===== config.mk =====
export PLATFORM = sky130hd
export DESIGN_NAME = fifo_rd_stream
export DESIGN_NICKNAME = d
export VERILOG_FILES = /design/src/rtl/fifo_rd_stream.sv
export SDC_FILE = /design/constraint.sdc
export NUM_CORES = 1
export LEC_CHECK = 0
export ABC_AREA = 1
export BUFFER_PORTS_ARGS = -buffer_cell sky130_fd_sc_hd__clkbuf_2
export CAP_MARGIN = 10
export CELL_PAD_IN_SITES_DETAIL_PLACEMENT = 0
export CELL_PAD_IN_SITES_GLOBAL_PLACEMENT = 1
export CORE_MARGIN = 3
export CORE_UTILIZATION = 35
export DETAILED_ROUTE_END_ITERATION = 8
export PLACE_DENSITY = 0.7
export REMOVE_ABC_BUFFERS = 1
export SLEW_MARGIN = 20
export SYNTH_ARGS = -nofsm -noshare
export SYNTH_HDL_FRONTEND = slang
export SYNTH_SLANG_ARGS = --single-unit

===== constraint.sdc =====
create_clock -name fifo_clk -period 4.9 [get_ports fifo_clk]
set_input_delay 0.98 -clock fifo_clk [delete_from_list [all_inputs] [get_ports fifo_clk]]
set_output_delay 0.98 -clock fifo_clk [all_outputs]
set_load 0.01 [all_outputs]

===== src/rtl/fifo_rd_stream.sv =====
// ---------------------------------------------------------------------------
// fifo_rd_stream
// Read-side adapter that sits directly downstream of synch_fifo on the same
// clock. It issues FIFO reads (registered read data, one cycle of latency) and
// holds the returned words in a 2-entry skid buffer. The buffer head is
// presented as a valid/ready stream. out_last marks every BURST_LEN-th beat.
//
// Optional feature (macro FIFO_RD_STREAM_CNT_EN):
//   Adds the output beat_total[15:0]. It is a free-running, wrapping count of
//   the stream pops since reset.
//
// Ports
//   fifo_clk         in   clock, rising edge
//   rst_n            in   synchronous active-low reset
//   fifo_data_avail  in   occupied entries in the upstream FIFO
//   fifo_rden        out  read strobe to the FIFO (combinational)
//   fifo_rddata      in   FIFO read data, valid the cycle after fifo_rden
//   out_valid        out  stream word valid
//   out_ready        in   downstream accepts the word
//   out_data         out  stream word (registered buffer head)
//   out_last         out  final beat of the current burst
//   beat_total       out  pop count (only with FIFO_RD_STREAM_CNT_EN)
// ---------------------------------------------------------------------------
module fifo_rd_stream #(
    parameter int FIFO_PTR   = 4,
    parameter int FIFO_WIDTH = 8,
    parameter int BURST_LEN  = 4,
    parameter int BCNT_W     = 4
) (
    input  logic                  fifo_clk,
    input  logic                  rst_n,
    input  logic [FIFO_PTR:0]     fifo_data_avail,
    output logic                  fifo_rden,
    input  logic [FIFO_WIDTH-1:0] fifo_rddata,
    output logic                  out_valid,
    input  logic                  out_ready,
    output logic [FIFO_WIDTH-1:0] out_data,
    output logic                  out_last
`ifdef FIFO_RD_STREAM_CNT_EN
    ,
    output logic [15:0]           beat_total
`endif
);

    localparam logic [BCNT_W-1:0] LAST_BEAT = BCNT_W'(BURST_LEN - 1);

    logic [1:0]            buf_cnt_q,  buf_cnt_d;
    logic                  inflight_q, inflight_d;
    logic [BCNT_W-1:0]     beat_cnt_q, beat_cnt_d;
    logic [FIFO_WIDTH-1:0] buf0_q,     buf0_d;     // head of the skid buffer
    logic [FIFO_WIDTH-1:0] buf1_q,     buf1_d;     // second entry
    logic                  pop;
    logic                  last_beat;
    logic [2:0]            occ;

    assign out_valid = (buf_cnt_q != 2'd0);
    assign out_data  = buf0_q;
    assign pop       = out_valid && out_ready;
    assign last_beat = (beat_cnt_q == LAST_BEAT);
    assign out_last  = out_valid && last_beat;

    // Occupancy after this cycle's pop, with reads already on the way counted
    // in. A pop can only happen when buf_cnt >= 1, so there is no underflow.
    assign occ = {1'b0, buf_cnt_q} + {2'b00, inflight_q} - {2'b00, pop};

    // Gated by rst_n so that no read leaves the FIFO while reset is held,
    // even on the very first edge before the state has been cleared.
    assign fifo_rden = rst_n && (fifo_data_avail != '0) && (occ < 3'd2);

    always_comb begin
        buf_cnt_d  = buf_cnt_q;
        buf0_d     = buf0_q;
        buf1_d     = buf1_q;
        beat_cnt_d = beat_cnt_q;
        inflight_d = fifo_rden;

        // A capture lands at the tail. When it coincides with a pop, the buffer
        // first shifts and then appends, so the word order is kept.
        case ({inflight_q, pop})
            2'b01: begin
                buf0_d    = buf1_q;
                buf_cnt_d = buf_cnt_q - 2'd1;
            end
            2'b10: begin
                if (buf_cnt_q == 2'd0) begin
                    buf0_d = fifo_rddata;
                end else begin
                    buf1_d = fifo_rddata;
                end
                buf_cnt_d = buf_cnt_q + 2'd1;
            end
            2'b11: begin
                if (buf_cnt_q == 2'd1) begin
                    buf0_d = fifo_rddata;
                end else begin
                    buf0_d = buf1_q;
                    buf1_d = fifo_rddata;
                end
            end
            default: ;
        endcase

        if (pop) begin
            beat_cnt_d = last_beat ? '0 : beat_cnt_q + BCNT_W'(1);
        end
    end

    always_ff @(posedge fifo_clk) begin
        if (!rst_n) begin
            buf_cnt_q  <= 2'd0;
            inflight_q <= 1'b0;
            beat_cnt_q <= '0;
            buf0_q     <= '0;
            buf1_q     <= '0;
        end else begin
            buf_cnt_q  <= buf_cnt_d;
            inflight_q <= inflight_d;
            beat_cnt_q <= beat_cnt_d;
            buf0_q     <= buf0_d;
            buf1_q     <= buf1_d;
        end
    end

`ifdef FIFO_RD_STREAM_CNT_EN
    logic [15:0] beat_total_q, beat_total_d;

    assign beat_total = beat_total_q;

    always_comb begin
        beat_total_d = beat_total_q;
        if (pop) begin
            beat_total_d = beat_total_q + 16'd1;
        end
    end

    always_ff @(posedge fifo_clk) begin
        if (!rst_n) begin
            beat_total_q <= 16'd0;
        end else begin
            beat_total_q <= beat_total_d;
        end
    end
`endif

endmodule


==> summary.txt, run 1 <==
Hold Crit Endpoint: buf1_q[7]$_SDFFE_PN0P_
Initial Util: 37.6%
Critical path arrival: 2.90 ns
Post_cts resized: 0
Sequential share of the synthesized area: 35.6%
Hold Path Stages: 2
YS warnings: 0
Setup TNS: 0 ns
Die width: 66.8 um
RSZ-0062 raised after global routing: no
Number of global-route vias before repair: 1100
Startpoint types: flip-flop
Routed via count: 1192
Port-buffer cells: 26
Worst R2R End: inflight_q$_SDFF_PN0_
DRC viols: 0
Share of cells above drive strength 1: 16.4%
Count of final setup violators: 0
Minimum clock period: 3.88 ns
Clk_skew: 0.00199 ns
Hold path start: buf1_q[7]$_SDFFE_PN0P_
Die Ht: 66.8 um
Max cap viols: 0
Initial antenna violation count: 0
Max clock buf depth: 2
CTS tree: built
Die area: 4470 um2
Peak Freq: 258 MHz
Max-slew violation count: 0
Global-route wire length before repair: 4.80 mm
Detailed Route WL: 2.69 mm
GRT Resource Usage Total: 13.9%
Setup WS post-layout: 1.02 ns
Rel. slew slack: 70.2%
Nature of the critical path endpoint: output port
Clk root buf: clkbuf_8
Unique cell type count in the Yosys netlist: 19
Crit path from: buf_cnt_q[1]$_SDFFE_PN0N_
Leakage: 0.865 nW
Clock buffer count from CTS: 3
DP HPWL: 2.04 mm
Mapped Area: 1290 um2
Ports: 27
EDFF count, synth: 0
Final Net Count: 250
R2R cell count: 13
Worst r2r src: buf_cnt_q[1]$_SDFFE_PN0N_
Antenna-violating nets left: 0
Crit Path Category: reg2out
Clock sinks: 23
Outcome: complete, no violations
Worst path required time: 3.92 ns
Ant diodes: 0
DRT iter0 DRCs: 79
Area delta synth->final: 15.7%
Total grt overflow: 0
Drt wl/cell: 9.89 um
Ys async rst share: 0%
Final hold vios: 0
Max VDD drop: 0.000205 V
Worst slew pin tran: 0.448 ns
Cells after synthesis: 200
Reg clk slew, reported paths: 0.08 ns
Cts hold-fix bufs: 0
# H-tree levels: 1
Setup slack, reg-to-reg: 2.34 ns
WP buf/inv: 5
Std-Cell Core Area: 3440 um2
P per Cell Area: 594 nW/um2
Routed vias/inst: 4.38
Crit-path slowest cell: fa_1
# Post-CTS Setup Buffers: 0
Largest net degree at the start of global routing: 23
CP peak stage delay: 0.49 ns
Family with the most delay on the worst path: adder cells
Period utilisation layout: 79.1%
Most used DFF post-synth: dfxtp_1
Clk_lat worst skew: 0.26 ns
Critical path fanouts, max: 15
RePlAce Congestion: 0.777
Syn Area/Cell: 6.47 um2
#FFs+latches synth: 23
Hold WC Path Type: reg2reg
CP cell instances: inv_1 -> ha_1 -> inv_2 -> nand2_4 -> inv_2 -> ha_1 -> nor2_1 -> inv_1 -> fa_1 -> nand2_1 -> a21oi_1 -> o21ai_0 -> a21oi_1 -> clkbuf_2
Post-Place Setup Slack: 1.03 ns
Cell row count: 21
Pre-antenna DRT Iters: 4
sequential cells by signal, summed over array words and instances (netlist names):
| register | flops |
|---|---|
| buf1_q | 8 |
| out_data | 8 |
| beat_cnt_q | 4 |
| buf_cnt_q | 2 |
| inflight_q | 1 |
cell usage in the layout, fill, tap and decap left out:
cell / synthesis / routed
nor3_1: 1 / 1
xnor2_1: 1 / 1
nand3_1: 26 / 26
nor2_1: 28 / 28
inv_2: 2 / 2
dfxtp_1: 23 / 23
clkbuf_8: 0 / 3
clkinv_2: 0 / 1
nand2_1: 50 / 50
nand2_4: 2 / 2
inv_1: 41 / 41
nand2_2: 2 / 2
o21ai_0: 5 / 5
nor2_4: 1 / 1
clkbuf_2: 0 / 26
a21oi_1: 6 / 6
ha_1: 6 / 6
xor2_1: 1 / 1
fa_1: 1 / 1
cell usage after synthesis (2+ instances only):
cell     instances  area [um2]
nand2_1         50         188
inv_1           41         154
nor2_1          28         105
nand3_1         26         130
dfxtp_1         23         460
a21oi_1          6        30.0
ha_1             6        75.1
o21ai_0          5        25.0
buf_6            2        22.5
inv_2            2        7.51
nand2_2          2        12.5
nand2_4          2        22.5
layer usage:
layer / vias to the layer above / share of wire, % / routed length [um] / track usage [%]
met5: - / 0 / 0 / 0
met4: 0 / 0.63 / 17 / 3.81
met3: 2 / 4.1 / 110 / 3.04
met2: 20 / 43 / 1170 / 21.7
met1: 519 / 52 / 1400 / 19.2
li1: 651 / - / - / -
how the worst max path moves through the flow:
stage / to / slack (ns) / cells after the start
after global placement: fifo_rden / 1.08 / 12
final: fifo_rden / 1.02 / 14
after floorplan: fifo_rden / 1.38 / 10
after CTS: fifo_rden / 1.00 / 14
after detailed placement: fifo_rden / 1.03 / 12
after global routing: fifo_rden / 0.78 / 14
where the power goes:
part / leakage, nW / internal, mW / switching, mW
Combinational: 0.650 / 0.181 / 0.289
Sequential: 0.189 / 0.261 / 0.0421
Clock: 0.0255 / 0.0567 / 0.0607
cell families (layout without fill, tap and decap cells):
kind of cell    count (synthesis)  in the layout  synth area share, %
simple gates                  110            110                 36.6
buf+inv                        47             73                 14.9
flops                          23             23                 35.6
compound gates                 11             11                 4.25
fa+ha+maj                       7              7                 7.34
xor+xnor                        2              2                 1.35
worst reg2reg max path, delay by kind of cell, from the launching register on:
kind	cells	cell delay (ns)
AND/OR/NAND/NOR	3	0.33
buffers and inverters	4	0.38
flip-flops	1	0.33
AO/OA/AOI/OAI	3	0.37
adder cells (fa/ha/maj)	3	1.09
metrics by stage:
step                      util, %  cells  power [mW]  area, um2  hold WS [ns]
after floorplan                 -    196       0.650       1260         0.456
after global placement       42.2    268       0.767       1450         0.465
after detailed placement     42.2    268       0.779       1450         0.475
after CTS                    43.5    272       0.903       1500         0.491
after global routing         43.5    272       0.992       1500         0.516
final                        43.5    272       0.890       1500         0.489
cell type report:
cell class / count / area (um2)
tap: 46 / 57.6
fill: 387 / 1940
clock inverter: 1 / 5.00
inverter: 43 / 161
sequential: 23 / 460
clock buffer: 3 / 41.3
timing repair buffer: 26 / 130
multi-input combinational: 130 / 642
Power figures use the tool's default switching activity.
==> inputs of run 2 (changes only) <==
==> constraint.sdc (replaced) <==
create_clock -name fifo_clk -period 3.9 [get_ports fifo_clk]
set_input_delay 0.78 -clock fifo_clk [delete_from_list [all_inputs] [get_ports fifo_clk]]
set_output_delay 0.78 -clock fifo_clk [all_outputs]
set_load 0.01 [all_outputs]
==> run 2 against run 1 <==
Effect of this change:
- count of clock-buffer cells in the layout up 1
- non-clock buffer count unchanged
- worst hold slack better by 0.0014 ns
- critical endpoint unchanged
- largest cell class unchanged
==> summary.txt, run 2 (same netlist as run 1, synthesis figures left out) <==
Hold slack: 0.490 ns
Setup slack, reg-to-reg: 1.39 ns
Metal-1 WL: 1.35 mm
Hold Path Stages: 2
Drt wl/cell: 9.76 um
Max VDD drop: 0.000215 V
Leakage: 0.863 nW
DR top layer: met4
Period utilisation layout: 93.0%
Initial Util: 37.6%
Fillers: 388
Pre-antenna DRT Iters: 4
Hold Crit Endpoint: buf1_q[0]$_SDFFE_PN0P_
Ant diodes: 0
RSZ-0062 raised after global routing: no
Pint: 0.641 mW
RePlAce Congestion: 0.721
Post-layout util: 43.8%
Crit path from: buf_cnt_q[1]$_SDFFE_PN0N_
Max clock buf depth: 2
Final hold vios: 0
Port-buffer cells: 26
Reg clk slew, reported paths: 0.08 ns
Std-Cell Core Area: 3440 um2
Initial antenna violation count: 0
Part of the power in registers: 33.4%
Multi-input gate area: 654 um2
FF/Latch Area: 460 um2
Most common cell after layout, fill and taps aside: nand2_1
# H-tree levels: 1
Clock sinks: 23
Largest net degree at the start of global routing: 23
Clock buffer count from CTS: 3
CTS tree: built
Crit Path Category: reg2out
Switching part of the total power: 43.5%
Ports: 27
Outcome: complete, no violations
Setup TNS: 0 ns
Number of global-route vias before repair: 1157
DRC viols: 0
Logic pwr share: 53.7%
Met2 wire len: 1.19 mm
Final Net Count: 250
GRT Resource Usage Total: 13.8%
Clock power share: 12.9%
DP HPWL: 2.02 mm
Peak Freq: 276 MHz
Setup WS post-layout: 0.275 ns
Worst r2r src: buf_cnt_q[1]$_SDFFE_PN0N_
P per Cell Area: 752 nW/um2
Count of final setup violators: 0
Worst R2R End: inflight_q$_SDFF_PN0_
Clk_skew: 0.00505 ns
Routed vias/inst: 4.33
Clk root buf: clkbuf_8
Crit-path slowest cell: fa_1
Routed via count: 1179
CP peak stage delay: 0.49 ns
Switching power: 0.494 mW
Worst path required time: 3.12 ns
CP cell instances: inv_1 -> ha_4 -> inv_2 -> nand2_4 -> inv_2 -> ha_1 -> nor2_1 -> inv_1 -> fa_1 -> nand2_1 -> a21oi_1 -> o21ai_0 -> a21oi_1 -> clkbuf_2
Total grt overflow: 0
Die area: 4470 um2
Detailed Route WL: 2.66 mm
Cell row count: 21
Startpoint types: flip-flop
# Post-CTS Setup Buffers: 0
Met3 WL: 98 um
Worst slew pin tran: 0.446 ns
Max-slew violation count: 0
Most frequent cells in the layout: 50 x nand2_1, 41 x inv_1, 28 x nor2_1, 26 x nand3_1, 26 x clkbuf_2
Nature of the critical path endpoint: output port
DRT iter0 DRCs: 44
Clk_lat worst skew: 0.26 ns
Hold WC Path Type: reg2reg
Die Ht: 66.8 um
Minimum clock period: 3.63 ns
Die width: 66.8 um
Global-route wire length before repair: 4.90 mm
Critical path arrival: 2.85 ns
Rel. slew slack: 70.2%
Antenna-violating nets left: 0
Area delta synth->final: 16.5%
Critical path fanouts, max: 15
Max cap viols: 0
Share of cells above drive strength 1: 16.4%
R2R cell count: 13
Post-Place Setup Slack: 0.403 ns
Hold path start: buf1_q[0]$_SDFFE_PN0P_
## run 2: changes by cell type in the layout (fill, tap and decap cells not counted), sizes merged
cell    previous run  this run
clkinv             1         0
clkbuf            29        30
## run 2: metal layers
layer	GRT usage, %	vias to the layer above
li1	-	648
met1	17.2	513
met2	24.4	16
met3	2.19	2
met4	3.81	0
met5	0	-
## run 2: worst max path at each step
stage               cells past startpoint        end  slack, ns
finish                                 14  fifo_rden       0.27
CTS                                    14  fifo_rden       0.16
detailed placement                     12  fifo_rden       0.40
floorplan                              10  fifo_rden       0.78
global route                           14  fifo_rden       0.01
global placement                       12  fifo_rden       0.48
## run 2: final cells by class
type | instances | area share [%]
Clock buffer | 4 | 2.99
Multi-Input combinational cell | 130 | 43.4
Timing Repair Buffer | 26 | 8.62
Tap cell | 46 | 3.81
Sequential cell | 23 | 30.5
Inverter | 43 | 10.7
## run 2: repair_timing
item                       CTS  global route
setup endpoints to repair    0             1
hold buffers                 0             0
gates resized for setup      0             2
## run 2: through the flow
stage / cell area, um2 / power, mW / cells
2_1_floorplan: 1260 / 0.816 / 196
3_3_place_gp: 1450 / 0.964 / 268
3_5_place_dp: 1450 / 0.981 / 268
4_1_cts: 1500 / 1.13 / 272
5_1_grt: 1510 / 1.27 / 272
6_report: 1510 / 1.14 / 272
## run 2: power groups by stage
stage          clock network [mW]  logic (mW)  registers [mW]
2_1_floorplan                   0       0.422           0.394
3_3_place_gp                    0       0.580           0.384
3_5_place_dp                    0       0.595           0.386
4_1_cts                     0.151       0.599           0.380
5_1_grt                     0.158       0.722           0.391
6_report                    0.147       0.609           0.379
## run 2: worst max-delay path, delay by kind of cell, from the launching register on
family                   cells  cell delay (ns)
AO/OA/AOI/OAI                3             0.41
adder cells (fa/ha/maj)      3             1.00
buffers and inverters        5             0.52
flip-flops                   1             0.33
AND/OR/NAND/NOR              3             0.32
